`src/rtl/riscv_mul_wb_buffer.sv`:
```
// Writeback buffer for the multi-cycle multiplier: follows each issued op's rd through a
// tag pipeline and queues finished results in a 2-entry FIFO ahead of the writeback port.
module riscv_mul_wb_buffer #(
  parameter int MUL_LATENCY = 2
) (
  input  logic        clk_i,
  input  logic        rst_i,
  input  logic        issue_valid_i,
  input  logic [4:0]  issue_rd_idx_i,
  input  logic        flush_i,
  input  logic [31:0] mul_value_i,
  output logic        hold_o,
  output logic        wb_valid_o,
  output logic [4:0]  wb_rd_idx_o,
  output logic [31:0] wb_value_o,
  input  logic        wb_ready_i
);

  logic [MUL_LATENCY-1:0] tagValid_q, tagValid_d;
  logic [4:0]             tagRd_q [MUL_LATENCY];
  logic [4:0]             tagRd_d [MUL_LATENCY];

  logic [1:0]  count_q, count_d;
  logic [4:0]  headRd_q, headRd_d, tailRd_q, tailRd_d;
  logic [31:0] headVal_q, headVal_d, tailVal_q, tailVal_d;

  logic advance;
  logic push;
  logic pop;

  // A full FIFO freezes both the tag pipeline and the multiplier, so a push can never overflow it.
  assign hold_o  = (count_q == 2'd2);
  assign advance = ~hold_o;
  assign push    = advance && tagValid_q[MUL_LATENCY-1] && (tagRd_q[MUL_LATENCY-1] != 5'd0);
  assign pop     = (count_q != 2'd0) && wb_ready_i;

  assign wb_valid_o  = (count_q != 2'd0);
  assign wb_rd_idx_o = wb_valid_o ? headRd_q  : 5'd0;
  assign wb_value_o  = wb_valid_o ? headVal_q : 32'd0;

  always_comb begin
    tagValid_d = tagValid_q;
    tagRd_d    = tagRd_q;
    count_d    = count_q;
    headRd_d   = headRd_q;
    headVal_d  = headVal_q;
    tailRd_d   = tailRd_q;
    tailVal_d  = tailVal_q;

    if (advance) begin
      tagValid_d[0] = issue_valid_i;
      tagRd_d[0]    = issue_rd_idx_i;
      for (int i = 1; i < MUL_LATENCY; i++) begin
        tagValid_d[i] = tagValid_q[i-1];
        tagRd_d[i]    = tagRd_q[i-1];
      end
    end

    unique case ({push, pop})
      2'b10: begin
        if (count_q == 2'd0) begin
          headRd_d  = tagRd_q[MUL_LATENCY-1];
          headVal_d = mul_value_i;
        end else begin
          tailRd_d  = tagRd_q[MUL_LATENCY-1];
          tailVal_d = mul_value_i;
        end
        count_d = count_q + 2'd1;
      end
      2'b01: begin
        headRd_d  = tailRd_q;
        headVal_d = tailVal_q;
        count_d   = count_q - 2'd1;
      end
      2'b11: begin
        // With one entry the newcomer becomes head once the old head leaves.
        if (count_q == 2'd1) begin
          headRd_d  = tagRd_q[MUL_LATENCY-1];
          headVal_d = mul_value_i;
        end else begin
          headRd_d  = tailRd_q;
          headVal_d = tailVal_q;
          tailRd_d  = tagRd_q[MUL_LATENCY-1];
          tailVal_d = mul_value_i;
        end
      end
      default: ;
    endcase

    if (flush_i) begin
      tagValid_d = '0;
      count_d    = 2'd0;
    end
  end

  always_ff @(posedge clk_i or negedge rst_i) begin
    if (!rst_i) begin
      tagValid_q <= '0;
      for (int i = 0; i < MUL_LATENCY; i++) begin
        tagRd_q[i] <= 5'd0;
      end
      count_q   <= 2'd0;
      headRd_q  <= 5'd0;
      headVal_q <= 32'd0;
      tailRd_q  <= 5'd0;
      tailVal_q <= 32'd0;
    end else begin
      tagValid_q <= tagValid_d;
      tagRd_q    <= tagRd_d;
      count_q    <= count_d;
      headRd_q   <= headRd_d;
      headVal_q  <= headVal_d;
      tailRd_q   <= tailRd_d;
      tailVal_q  <= tailVal_d;
    end
  end

endmodule

```
`config.mk`:
```
export PLATFORM = sky130hd
export DESIGN_NAME = riscv_mul_wb_buffer
export DESIGN_NICKNAME = d
export VERILOG_FILES = /design/src/rtl/riscv_mul_wb_buffer.sv
export SDC_FILE = /design/constraint.sdc
export NUM_CORES = 1
export LEC_CHECK = 0
export CAP_MARGIN = 10
export CORE_MARGIN = 1.5
export CORE_UTILIZATION = 49
export CTS_CLUSTER_SIZE = 30
export DETAILED_ROUTE_END_ITERATION = 7
export PLACE_DENSITY_LB_ADDON = 0.1
export SKIP_CTS_REPAIR_TIMING = 1
export SLEW_MARGIN = 15
export SYNTH_ARGS = -nofsm -noshare
export SYNTH_HDL_FRONTEND = slang
export SYNTH_SLANG_ARGS = --single-unit
```
`constraint.sdc`:
```
create_clock -name clk_i -period 2.9 [get_ports clk_i]
set_input_delay 0.435 -clock clk_i [delete_from_list [all_inputs] [get_ports clk_i]]
set_output_delay 0.435 -clock clk_i [all_outputs]
set_load 0.02 [all_outputs]
```
# Yosys cells after proc, flatten, opt, wreduce, memory -nomap -nowiden
# Index checks and enable logic that the tools add are counted.
# classes
reduce_logical	11
eq_ne	9
addsub	2
n_bitwise	1
muxes	18
# ops
op	n
32-bit 2-to-1 mux	5
32-bit one-hot mux with 3 select lines	1
32-bit one-hot mux with 2 select lines	1
5-bit 2-to-1 mux	5
5-bit one-hot mux with 3 select lines	1
5-bit one-hot mux with 2 select lines	1
2-bit inequality test, second input constant	4
2-bit == test, second input constant	3
2-bit 2-to-1 mux	3
3-bit nonzero test	2
5-bit nonzero test	1
2-bit by 1-bit == test with 1-bit output, second input constant	2
2-bit one-hot mux with 2 select lines	1
2-bit nonzero test	2
1-bit logical AND	3
3-bit AND reduction	1
2-bit by 1-bit adder with 2-bit output, second input constant	1
2-bit logical NOT	1
2-bit AND reduction	1
2-bit by 1-bit subtractor with 2-bit output, second input constant	1
1-bit inverter	1
# totals
out_inout_bits	39
inputBits	42
ff_bits	88

# Depth between registers and ports, before layout
# depth
ltp_word	7
depth_mapped	8
depth_no_buf	6

# Worst setup path before layout
# No wires, ideal clock.
# synth_timing
kind	register to register
from	reg count_q[0]
to	reg headVal_q[10]
slack_ns	0.604
n_path_buf	1
required_ns	2.775
t_arrival_ns	2.171
setup_time_ns	0.125
stages_incl_launch_ff	8
cell_sequence	dfrtp_1 -> inv_1 -> ha_1 -> nand3b_1 -> a22oi_2 -> buf_6 -> mux2_2 -> mux2_2
# synth_via
elab_chain_len	7
elab_cells_between_ends	16
# synth_lines
item	line_no	source
start: declaration	23	logic [1:0] count_q, count_d;
start signal: assignment	110	count_q <= count_d;
2-bit == test *	32	assign hold_o = (count_q == 2'd2);
net hold_o	12	output logic hold_o,
1-bit inverter *	33	assign advance = ~hold_o;
1-bit logical AND * (2 in series)	34	assign push = advance && tagValid_q[MUL_LATENCY-1] && (tagRd_q[MUL_LATENCY-1] != 5'd0);
2-bit == test or 2-bit by 1-bit == test with 1-bit output (tied branches)	59	unique case ({push, pop})
2-bit inequality test (no line) or 3-bit nonzero test (tied branches)	n/a	
2-bit AND reduction (no line)	n/a	
end signal: assignment	112	headVal_q <= headVal_d;
end: declaration	25	logic [31:0] headVal_q, headVal_d, tailVal_q, tailVal_d;
# The timed path passes the listed nets; every way through them passes the cells marked *.
# A chain may end at the register's enable or synchronous reset.

# Final worst setup path
# layout_timing
from	reg count_q[1]
to	out wb_value_o[23]
# layout_via
elab_chain_len	2
# layout_lines
item	line_no	source
2-bit nonzero test	37	assign wb_valid_o = (count_q != 2'd0);
32-bit 2-to-1 mux	39	assign wb_value_o = wb_valid_o ? headVal_q : 32'd0;
end: declaration	15	output logic [31:0] wb_value_o,
# No other way between the ends.

==> metrics.txt <==
status=complete, no violations; distinct cell type count after synthesis=32; worst vdd ir=between 0.5 and 0.6 mV; Syn Nets=between 300 and 400; max_slew headroom=0.4890; grt peak-use layer=met2; CP delay by family, top=buffers and inverters; DRT Wirelength=around 7.9 mm; WP buf/inv=3; Final ANT Viol Nets=0; pre-CTS setup slack=about 0.54 ns; Die X=roughly 100 um; leak pwr=around 2.3 nW; met2 usage=0.2663; area share of the largest cell type after synthesis=0.5068; setup TNS=0 ns; WP data required=2.47 ns; I/O pins=between 80 and 90; PnR worst setup slack=approximately 0.26 ns; RSZ-0062 raised after global routing=false; dpl cells=between 400 and 500; Synthesis Warnings=0; Crit-path slowest cell=clkdlybuf4s50_1; Synth area leader=dfrtp_1; Final Skew=approximately 0.014 ns; DRC viols=0; synthesized flop and latch total=88; minimum clock period=between 2 and 3 ns; DRT Pass-1 Iters=4; remaining global-route overflow=0; Reg clk slew, reported paths=roughly 0.09 ns; non-filler instance count after layout=between 400 and 500; Placer Congestion=slightly below 0.8; WS Path Type=reg2out; Seq/Total Area, Yosys=0.5068; Hold WS=around 0.13 ns; layout cells sized above 1=0.3734; met1 GRT Util=0.2445; crit-path cells=inv_1 -> ha_2 -> buf_4 -> nor2b_1 -> clkdlybuf4s50_1; Pins Over Slew Limit=0; vias in the first global route=~2,600; Fin. Hold Viols=0; M3 GR Usage=0.04604; DRT iter0 DRCs=54; pwr/cell area=approximately 1100 nW/um^2; crit share post-route=0.9116; TritonCTS Buffers=9; die area=around 9400 sq um; clk_lat worst skew=roughly 0.36 ns; # diodes=0; CTS sink count=88; multi-input logic area=1961 sq um; H-tree levels=3; Setup crit start kind=register; # setup viols final=0; global-route wire length before repair=roughly 13 mm; Syn Inst Count=between 300 and 400; Area growth, synth to finish=25.57%; Total GRT Usage=0.1767; largest cells by area after synthesis=dfrtp_1 51%, mux2_2 22%, mux2_4 10%, nor2b_1 5.5%, buf_12 1.4%; Port Buffers=80; wire per inst=about 16 um; Fill cells=about 670; CTS tree=done; Avg Cell Area, Syn=~14 sq um; Core Rows=34; largest net degree at the start of global routing=60; Die Height=a little under 100 um; antenna violations before repair=0; Max Fclk=approximately 380 MHz; worst-margin pin slew=0.7665 ns; number of max-cap violations=0; Crit path largest cell delay=between 0.5 and 0.6 ns; DR vias/cell=around 5.1; register area=2202 sq um; Crit Path Max Fanout=21; crit path DAT=approximately 2.2 ns; Core ar.=~8600 sq um; mapped cell area=around 4300 sq um; clk buf depth=2; nets=around 430; Initial Utilization=0.5032; DP HPWL=about 5 mm; vias=roughly 2,600; Hold Path Class=in2async; Crit. End Element=output port; root buffer cell=clkbuf_8
sequential cells by signal, indices dropped and copies added, names as in the netlist:
signal      cells
tagValid_q      2
headVal_q      32
headRd_q        5
count_q         2
tagRd_q        10
tailRd_q        5
tailVal_q      32
layout by cell type (no fill, tap or decap), types with 2 or more instances in the layout:
master	count
mux2_4	30
mux2i_1	3
clkbuf_1	2
inv_1	8
nand2_1	3
o21ai_4	2
a211oi_1	2
mux2_2	86
dfrtp_1	88
buf_4	6
buf_12	4
nor2b_1	38
nor2_1	4
bufinv_16	2
clkbuf_8	9
xnor2_1	2
clkdlybuf4s50_1	79
o2bb2ai_1	4
ha_1	2
final timing paths:
check	from	endpoint	slack, ns	cells past startpoint
worst min-delay path	rst_i	tailVal_q[28]$_DFFE_PN0P_	0.13	1
worst max-delay path	count_q[1]$_DFFE_PN0P_	wb_value_o[23]	0.26	5
worst max register to register	count_q[1]$_DFFE_PN0P_	headVal_q[25]$_DFFE_PN0P_	0.68	7
max in group asynchronous	rst_i	tailVal_q[3]$_DFFE_PN0P_	2.12	2
min in group clk_i	headVal_q[29]$_DFFE_PN0P_	headVal_q[29]$_DFFE_PN0P_	0.50	1
worst min register to register	headVal_q[29]$_DFFE_PN0P_	headVal_q[29]$_DFFE_PN0P_	0.50	1
cells in the mapped netlist:
master,count
buf_1,1
nor2b_1,38
o21ai_4,2
buf_4,2
o211a_1,1
dfrtp_1,88
nor4_1,1
a22oi_2,1
buf_12,3
mux2_4,30
inv_1,8
a211o_2,1
nand2b_1,1
nor2_1,4
and2b_1,1
nor3_1,1
nor3b_1,1
o211ai_1,1
mux2_2,86
o2bb2ai_1,4
nand3b_1,1
mux2i_1,3
clkbuf_2,1
buf_6,5
nand2_1,3
xnor2_1,2
o311a_1,1
a31oi_1,1
clkbuf_1,4
ha_1,3
a211oi_1,2
or4_4,1
routing by layer:
metal | part of all wire | vias up
met5 | 0 | -
met4 | 0.013 | 0
met3 | 0.041 | 7
met2 | 0.45 | 58
met1 | 0.49 | 1258
li1 | - | 1227
layout make-up:
| cell class | instances | area share |
|---|---|---|
| Clock inverter | 5 | 0.01490 |
| Multi-Input combinational cell | 190 | 0.3593 |
| Tap cell | 108 | 0.02477 |
| Clock buffer | 11 | 0.02408 |
| Inverter | 8 | 0.005503 |
| Sequential cell | 88 | 0.4036 |
| Timing Repair Buffer | 89 | 0.1679 |
power breakdown:
group / internal, W / leakage, nW / switching, W / total, W
clock network: 0.000486 / 0.104 / 0.000421 / 0.000907
logic: 0.00178 / 1.18 / 0.00129 / 0.00307
registers: 0.00183 / 1.04 / 0.000320 / 0.00215
total: 0.00409 / 2.32 / 0.00203 / 0.00612
metrics by stage:
stage / util / total power [W] / cell area [sq um]
floorplan: - / 0.004273 / 4345
global placement: 0.6072 / 0.005211 / 5244
CTS: 0.6318 / 0.006206 / 5456
finish: 0.6318 / 0.006124 / 5456
detailed placement: 0.6072 / 0.005269 / 5244
global route: 0.6318 / 0.006510 / 5456
cells by family (layout without fill, tap and decap cells):
family          after synthesis  after routing  share of synthesized area
flops                        88             88                     0.5068
compound gates               14             14                    0.03196
buf+inv                      24            113                    0.04261
mux                         119            119                     0.3334
simple gates                 52             52                    0.07256
fa+ha+maj                     3              3                   0.008639
xor+xnor                      2              2                   0.004032
worst reg2reg max path: cells and delay by family (launching register included):
family / cells / cell delay (ns)
DFF: 1 / 0.41
adders and majority gates: 1 / 0.36
AOI/OAI and AO/OA: 1 / 0.22
buffers and inverters: 2 / 0.37
and+or+nand+nor: 1 / 0.12
muxes: 2 / 0.64
Power figures use the tool's default switching activity.
